==> config.mk <==
export PLATFORM = sky130hd
export DESIGN_NAME = down_timer
export DESIGN_NICKNAME = d
export VERILOG_FILES = /design/src/rtl/timer_pkg.sv /design/src/rtl/borrow_decrement.sv /design/src/rtl/down_timer.sv
export SDC_FILE = /design/constraint.sdc
export NUM_CORES = 1
export LEC_CHECK = 0
export CELL_PAD_IN_SITES_DETAIL_PLACEMENT = 1
export CELL_PAD_IN_SITES_GLOBAL_PLACEMENT = 1
export CORE_ASPECT_RATIO = 0.75
export CORE_MARGIN = 1.5
export CORE_UTILIZATION = 38
export CTS_BUF_LIST = sky130_fd_sc_hd__clkbuf_4 sky130_fd_sc_hd__clkbuf_8
export DETAILED_ROUTE_END_ITERATION = 8
export GPL_ROUTABILITY_DRIVEN = 1
export PLACE_DENSITY = 0.89
export SYNTH_ARGS = -nofsm -noshare
export SYNTH_HDL_FRONTEND = slang
export SYNTH_SLANG_ARGS = --single-unit
==> constraint.sdc <==
create_clock -name clk -period 2.5 [get_ports clk]
set_input_delay 0.75 -clock clk [delete_from_list [all_inputs] [get_ports clk]]
set_output_delay 0.75 -clock clk [all_outputs]
set_load 0.01 [all_outputs]
==> src/rtl/timer_pkg.sv <==
// Shared definitions for the timing/counter subsystem (up-counter and down_timer).
package timer_pkg;

    // Default count width used by the counters unless overridden.
    localparam int TIMER_DEFAULT_WIDTH = 8;

    // Countdown timer control states.
    typedef enum logic [1:0] {
        IDLE    = 2'd0,  // never loaded, or loaded with zero
        RUN     = 2'd1,  // counting down or holding with enable low
        EXPIRED = 2'd2   // reached zero without auto-reload
    } timer_state_t;

endpackage : timer_pkg

==> src/rtl/borrow_decrement.sv <==
// Combinational ripple-borrow decrementer: dec = val - 1, unsigned, WIDTH bits.
// Counterpart of the up-counter's ripple-carry incrementer.
module borrow_decrement #(
    parameter int WIDTH = timer_pkg::TIMER_DEFAULT_WIDTH
) (
    input  logic [WIDTH-1:0] val,
    output logic [WIDTH-1:0] dec
);

    // borrow[i] is the borrow flowing into bit i; subtracting one means bit 0
    // always sees a borrow. The borrow out of the top bit is not needed.
    logic [WIDTH-1:0] borrow;

    assign borrow[0] = 1'b1;

    generate
        for (genvar gi = 0; gi < WIDTH; gi++) begin : g_bit
            assign dec[gi] = val[gi] ^ borrow[gi];
            if (gi < WIDTH - 1) begin : g_borrow
                assign borrow[gi+1] = ~val[gi] & borrow[gi];
            end
        end
    endgenerate

endmodule : borrow_decrement

==> src/rtl/down_timer.sv <==
// Loadable countdown timer with terminal-count pulse and optional auto-reload.
module down_timer
    import timer_pkg::*;
#(
    parameter int WIDTH = TIMER_DEFAULT_WIDTH
) (
    input  logic             clk,
    input  logic             reset,
    input  logic             load,
    input  logic [WIDTH-1:0] load_val,
    input  logic             enable,
    input  logic             auto_reload,
    output logic [WIDTH-1:0] count,
    output logic             zero,
    output logic             tc_pulse,
    output logic             busy
);

    localparam logic [WIDTH-1:0] COUNT_ONE = WIDTH'(1);

    timer_state_t     state_reg,  state_next;
    logic [WIDTH-1:0] count_reg,  count_next;
    logic [WIDTH-1:0] reload_reg, reload_next;
    logic             tc_reg,     tc_next;
    logic [WIDTH-1:0] count_dec;

    borrow_decrement #(
        .WIDTH (WIDTH)
    ) u_dec (
        .val (count_reg),
        .dec (count_dec)
    );

    // State, count, reload value and terminal pulse registers.
    always_ff @(posedge clk) begin
        if (reset) begin
            state_reg  <= IDLE;
            count_reg  <= '0;
            reload_reg <= '0;
            tc_reg     <= 1'b0;
        end else begin
            state_reg  <= state_next;
            count_reg  <= count_next;
            reload_reg <= reload_next;
            tc_reg     <= tc_next;
        end
    end

    // Next-state logic: load beats counting; only RUN with enable decrements.
    // The terminal tick is taken at count==1 so the counter never wraps from 0.
    always_comb begin
        state_next  = state_reg;
        count_next  = count_reg;
        reload_next = reload_reg;
        tc_next     = 1'b0;

        if (load) begin
            count_next  = load_val;
            reload_next = load_val;
            state_next  = (load_val != '0) ? RUN : IDLE;
        end else if (state_reg == RUN && enable) begin
            if (count_reg == COUNT_ONE) begin
                tc_next = 1'b1;
                if (auto_reload) begin
                    count_next = reload_reg;
                end else begin
                    count_next = '0;
                    state_next = EXPIRED;
                end
            end else begin
                count_next = count_dec;
            end
        end
    end

    assign count    = count_reg;
    assign zero     = (count_reg == '0);
    assign tc_pulse = tc_reg;
    assign busy     = (state_reg == RUN);

endmodule : down_timer

[Word level (Yosys, flattened, before mapping)]
Index checks and enable logic that the tools add are counted.
Storage, ports and cells
  flip-flop bits (word level): 19
  output and inout port bits: 11
Operators by class
  equality and inequality tests: 3
  mux-type cells: 10
  bitwise gates (word level): 21
  reductions and logical operators: 7
Operators with widths (count)
  8-bit two-way mux: 4
  8-bit by 1-bit == test with 1-bit output, second input constant: 1
  8-bit logical NOT: 1
  2-bit two-way mux: 4
  1-bit NOT: 8
  8-bit nonzero test: 1
  1-bit bitwise XOR: 7
  1-bit AND: 6
  2-bit nonzero test: 2
  3-bit AND reduction: 1
  3-bit OR reduction: 1
  2-bit by 1-bit == test with 1-bit output, second input constant: 1
  1-bit two-way mux: 2
  2-bit inequality test, second input constant: 1
  1-bit logical AND: 1

[Depth between registers and ports, before layout]
Gate-level depths: netlist (run 1).
  word-level depth: 11
  gate-level depth with buffers: 10
  mapped depth without buffers: 10

[By module]
From an unflattened synthesis (run 1), not the netlist that was laid out.
Second synthesis, totals
  cell total of the unflattened synthesis: 131
  area total of the unflattened synthesis: 1031.0 µm²
Modules (own cells, without submodules)
  down_timer: times used 1, cells an instance 111, area each 898.4 µm², sequential area each 380.4 µm²
  borrow_decrement: times used 1, cells an instance 20, area each 132.6 µm², sequential area each 0.0 µm²

[Least setup slack after synthesis (run 1)]
No wires, ideal clock.
  kind: register to register
  start: register count_reg[0], in the netlist count[0]
  end: register count_reg[7], in the netlist count[7]
  setup time: 0.074 ns
  arrival time: 1.998 ns
  required time: 2.426 ns
  slack: 0.428 ns
  cell stages (with the launch flop): 11
  path buffers: 0
  cell sequence: dfxtp_1 -> inv_1 -> ha_1 -> ha_1 -> ha_1 -> ha_1 -> ha_1 -> ha_1 -> xnor2_1 -> mux2_4 -> a31oi_1
Between the ends
  longest elaborated chain between the ends: 11
RTL lines
  start: declaration: RTL line down_timer.sv:22  | logic [WIDTH-1:0] count_reg, count_next;
  start signal: assignment: RTL line down_timer.sv:43  | count_reg <= count_next;
  1-bit NOT: RTL line borrow_decrement.sv:20  | assign borrow[gi+1] = ~val[gi] & borrow[gi];
  1-bit AND (6 in a row): RTL line borrow_decrement.sv:20
  1-bit bitwise XOR: RTL line borrow_decrement.sv:18  | assign dec[gi] = val[gi] ^ borrow[gi];
  8-bit two-way mux *: RTL line down_timer.sv:62  | if (count_reg == COUNT_ONE) begin
  8-bit two-way mux *: RTL line down_timer.sv:61  | end else if (state_reg == RUN && enable) begin
  8-bit two-way mux *: RTL line down_timer.sv:57  | if (load) begin
Mark *: on every way between the ends. The rest lies on a longest branch, timed or not. The select of a mux whose other input is x is not followed.
A chain may end at the register's enable or synchronous reset.

[Worst setup path after layout (run 1)]
  start: register count_reg[3], in the netlist count[3]
  end: output port zero
Between the ends
  longest elaborated chain between the ends: 1
RTL lines
  8-bit logical NOT: RTL line down_timer.sv:77  | assign zero = (count_reg == '0);
  end: declaration: RTL line down_timer.sv:14  | output logic zero,
Every way passes these cells.

==> results.cfg, run 1 <==
[global_route]
track_usage = 0.214
met2_usage = 0.381
grt_max_degree = 18
antenna_found_initial = 0
use_met1 = 0.261
grt_pass1_vias = 945
grt.busiest_layer = met2
grt_use_met3 = 0.0635
grt.overflow.total = 0
grt_pass1_wl_microns = 4710

[placed_design]
io_buffers = 23
dp.cells = 167
dp_hpwl_microns = 2240
placed_cell_area_sq_um = 1300
place_congestion = 0.786
place_ws_ps = 276

[final_layout]
fillCellCount = 286
area_growth_pct = 33.1
fin_area_sq_um = 1350
fin_util = 0.524
final_nets = 158
layout.cells.non_filler = 173
antenna_cells = 0
regArea_sq_um = 382
drive_gt1_frac = 0.153
multi_input_area_sq_um = 583

[synthesis]
synth.top_cells.by_area = dfxtp_1, mux2_4, ha_1
synth_top_area_share = 0.374
netlist_area_sq_um = 1020
syn_avg_cell_area_sq_um = 9.32
synth_top_area_cell = dfxtp_1
synthesis.nets = 129
synth.distinct_cells = 27
syn_inst = 109
synth-seq-cells = 19
ys_warn_count = 0
ys_seq_area_frac = 0.374

[sta]
timing.fmax_ghz = 0.407
hold_viol_final = 0
finalSetupViolCount = 0
whs_ps = 504
period_minus_slack_ps = 2460
slew_violations = 0
tightest_slew_ps = 405
timing.slew.headroom = 0.729
clock_skew_ps = 3.41
tns_ps = 0
setup_slack_ps = 44.6
period_share = 0.982

[clock_network]
cts-buffers-inserted = 3
path_clk_slew_ps = 110
cts_hold_buf = 0
cts_sinks = 19
cts_tree = done
htree_levels = 1
cts_max_path_buffers = 2
cts_root_buf = clkbuf_4
insertion_delay_ps = 300

[critical_path]
startpoint_type = flop
crit_required_ps = 1750
rr_startpoint = count[0]
arrival_ps = 1710
end_kind = primary output
cp-startpoint = count[3]
critical_path_class = reg -> out
crit_fanout = 4

[detailed_routing]
dr.first_iter.drc_count = 51
drtAntennaViolNets = 0
firstDrtPassIters = 4
drc = 0
wl_per_cell_microns = 17.4
totalWireLength_microns = 3010
dr_total_vias = 937
viasPerCell = 5.42

[flow_run]
cap_violations = 0

[die]
core-area_sq_um = 2580
row_count = 16
die_h_microns = 47.8
die_x_microns = 62.7
die_area_sq_um = 3000
start_util = 0.393
ios = 24

[power]
power_per_cell_area_nw_per_um2 = 535
swShare = 0.285
p_sw_mw = 0.206
power_frac_comb = 0.292
seqPwrFrac = 0.470
internal_power_mw = 0.517
peakVddDrop_v = 0.000344
leakage_nw = 0.564
design_power_total_mw = 0.723
clkPwrFrac = 0.238

[worst_hold_path]
min_from = reload_reg[6]
min_path_type = reg -> reg

[run_status]
outcome = finished, final reports clean
[area by class of cell]
type	count	area share
clock buffer	4	0.0222
timing repair buffer	30	0.209
multi-input combinational	76	0.431
sequential	19	0.282
tap	36	0.0333
inverter	8	0.0222
[cells in the mapped netlist (all sizes together)]
| master | n |
|---|---|
| and3b | 1 |
| a31oi | 1 |
| a21o | 1 |
| xnor2 | 1 |
| o311ai | 1 |
| o22ai | 7 |
| mux2 | 8 |
| nor3 | 1 |
| o21ai | 2 |
| nor4 | 1 |
| or4 | 2 |
| o21a | 1 |
| a21oi | 2 |
| inv | 8 |
| dfxtp | 19 |
| ha | 7 |
| nor2 | 11 |
| nor2b | 1 |
| buf | 2 |
| and3 | 1 |
| clkbuf | 4 |
| nand3 | 1 |
| a22oi | 7 |
| nand2 | 12 |
| mux2i | 7 |
[cells in the final DEF (no fill, tap or decap), types with 4 or more instances in the layout]
cell type         n
a22oi_1           7
buf_4             7
clkbuf_4          4
clkdlybuf4s50_1  23
dfxtp_1          18
ha_1              7
inv_1             8
mux2_4            7
mux2i_1           7
nand2_1          12
nor2_1           11
o22ai_1           7
[worst max-delay path, cell delays in order (launching register included)]
cell,delay (ps)
dfxtp_1,380
nor4_4,280
and3_1,210
clkdlybuf4s50_1,530
[power groups by stage]
stage	logic [mW]	clock network (mW)	registers (mW)
detailed placement	0.199	0	0.345
floorplan	0.116	0	0.344
global route	0.227	0.190	0.342
global placement	0.189	0	0.342
finish	0.211	0.172	0.340
CTS	0.205	0.178	0.338
[routing by layer]
layer / up-vias / routed length, microns
li1: 447 / -
met1: 461 / 1420
met2: 23 / 1420
met3: 6 / 120
met4: 0 / 41
met5: - / 0
[cell families after synthesis]
| logic type | after synthesis | share of synthesized area |
|---|---|---|
| buffers and inverters | 14 | 0.0603 |
| adder cells (fa/ha/maj) | 7 | 0.0862 |
| AND/OR/NAND/NOR | 31 | 0.143 |
| flip-flops | 19 | 0.374 |
| multiplexers | 15 | 0.183 |
| XOR/XNOR | 1 | 0.00862 |
| AO/OA/AOI/OAI | 22 | 0.144 |
[timing repair]
| item | 4_1_cts | 5_1_grt |
|---|---|---|
| pin swaps | 1 | 2 |
| setup endpoints to repair | 1 | 1 |
| buffers inserted | 1 | 1 |
| gates resized for setup | 0 | 2 |
[path summary, 6_finish.rpt]
path | to | slack [ps] | cells past startpoint
max | zero | 40 | 3
min | reload_reg[6] | 500 | 2
max reg2reg | count[6] | 240 | 9
min reg2reg | reload_reg[6] | 500 | 2
Note: power is estimated with default switching activity, not from simulation.
==> run 2, diff against run 1 <==
Settings changed: CTS_CLUSTER_SIZE set to 8, SLEW_MARGIN set to 20.
==> results of run 2 <==
The final DEF is identical to that of run 1; final timing and power are the same.
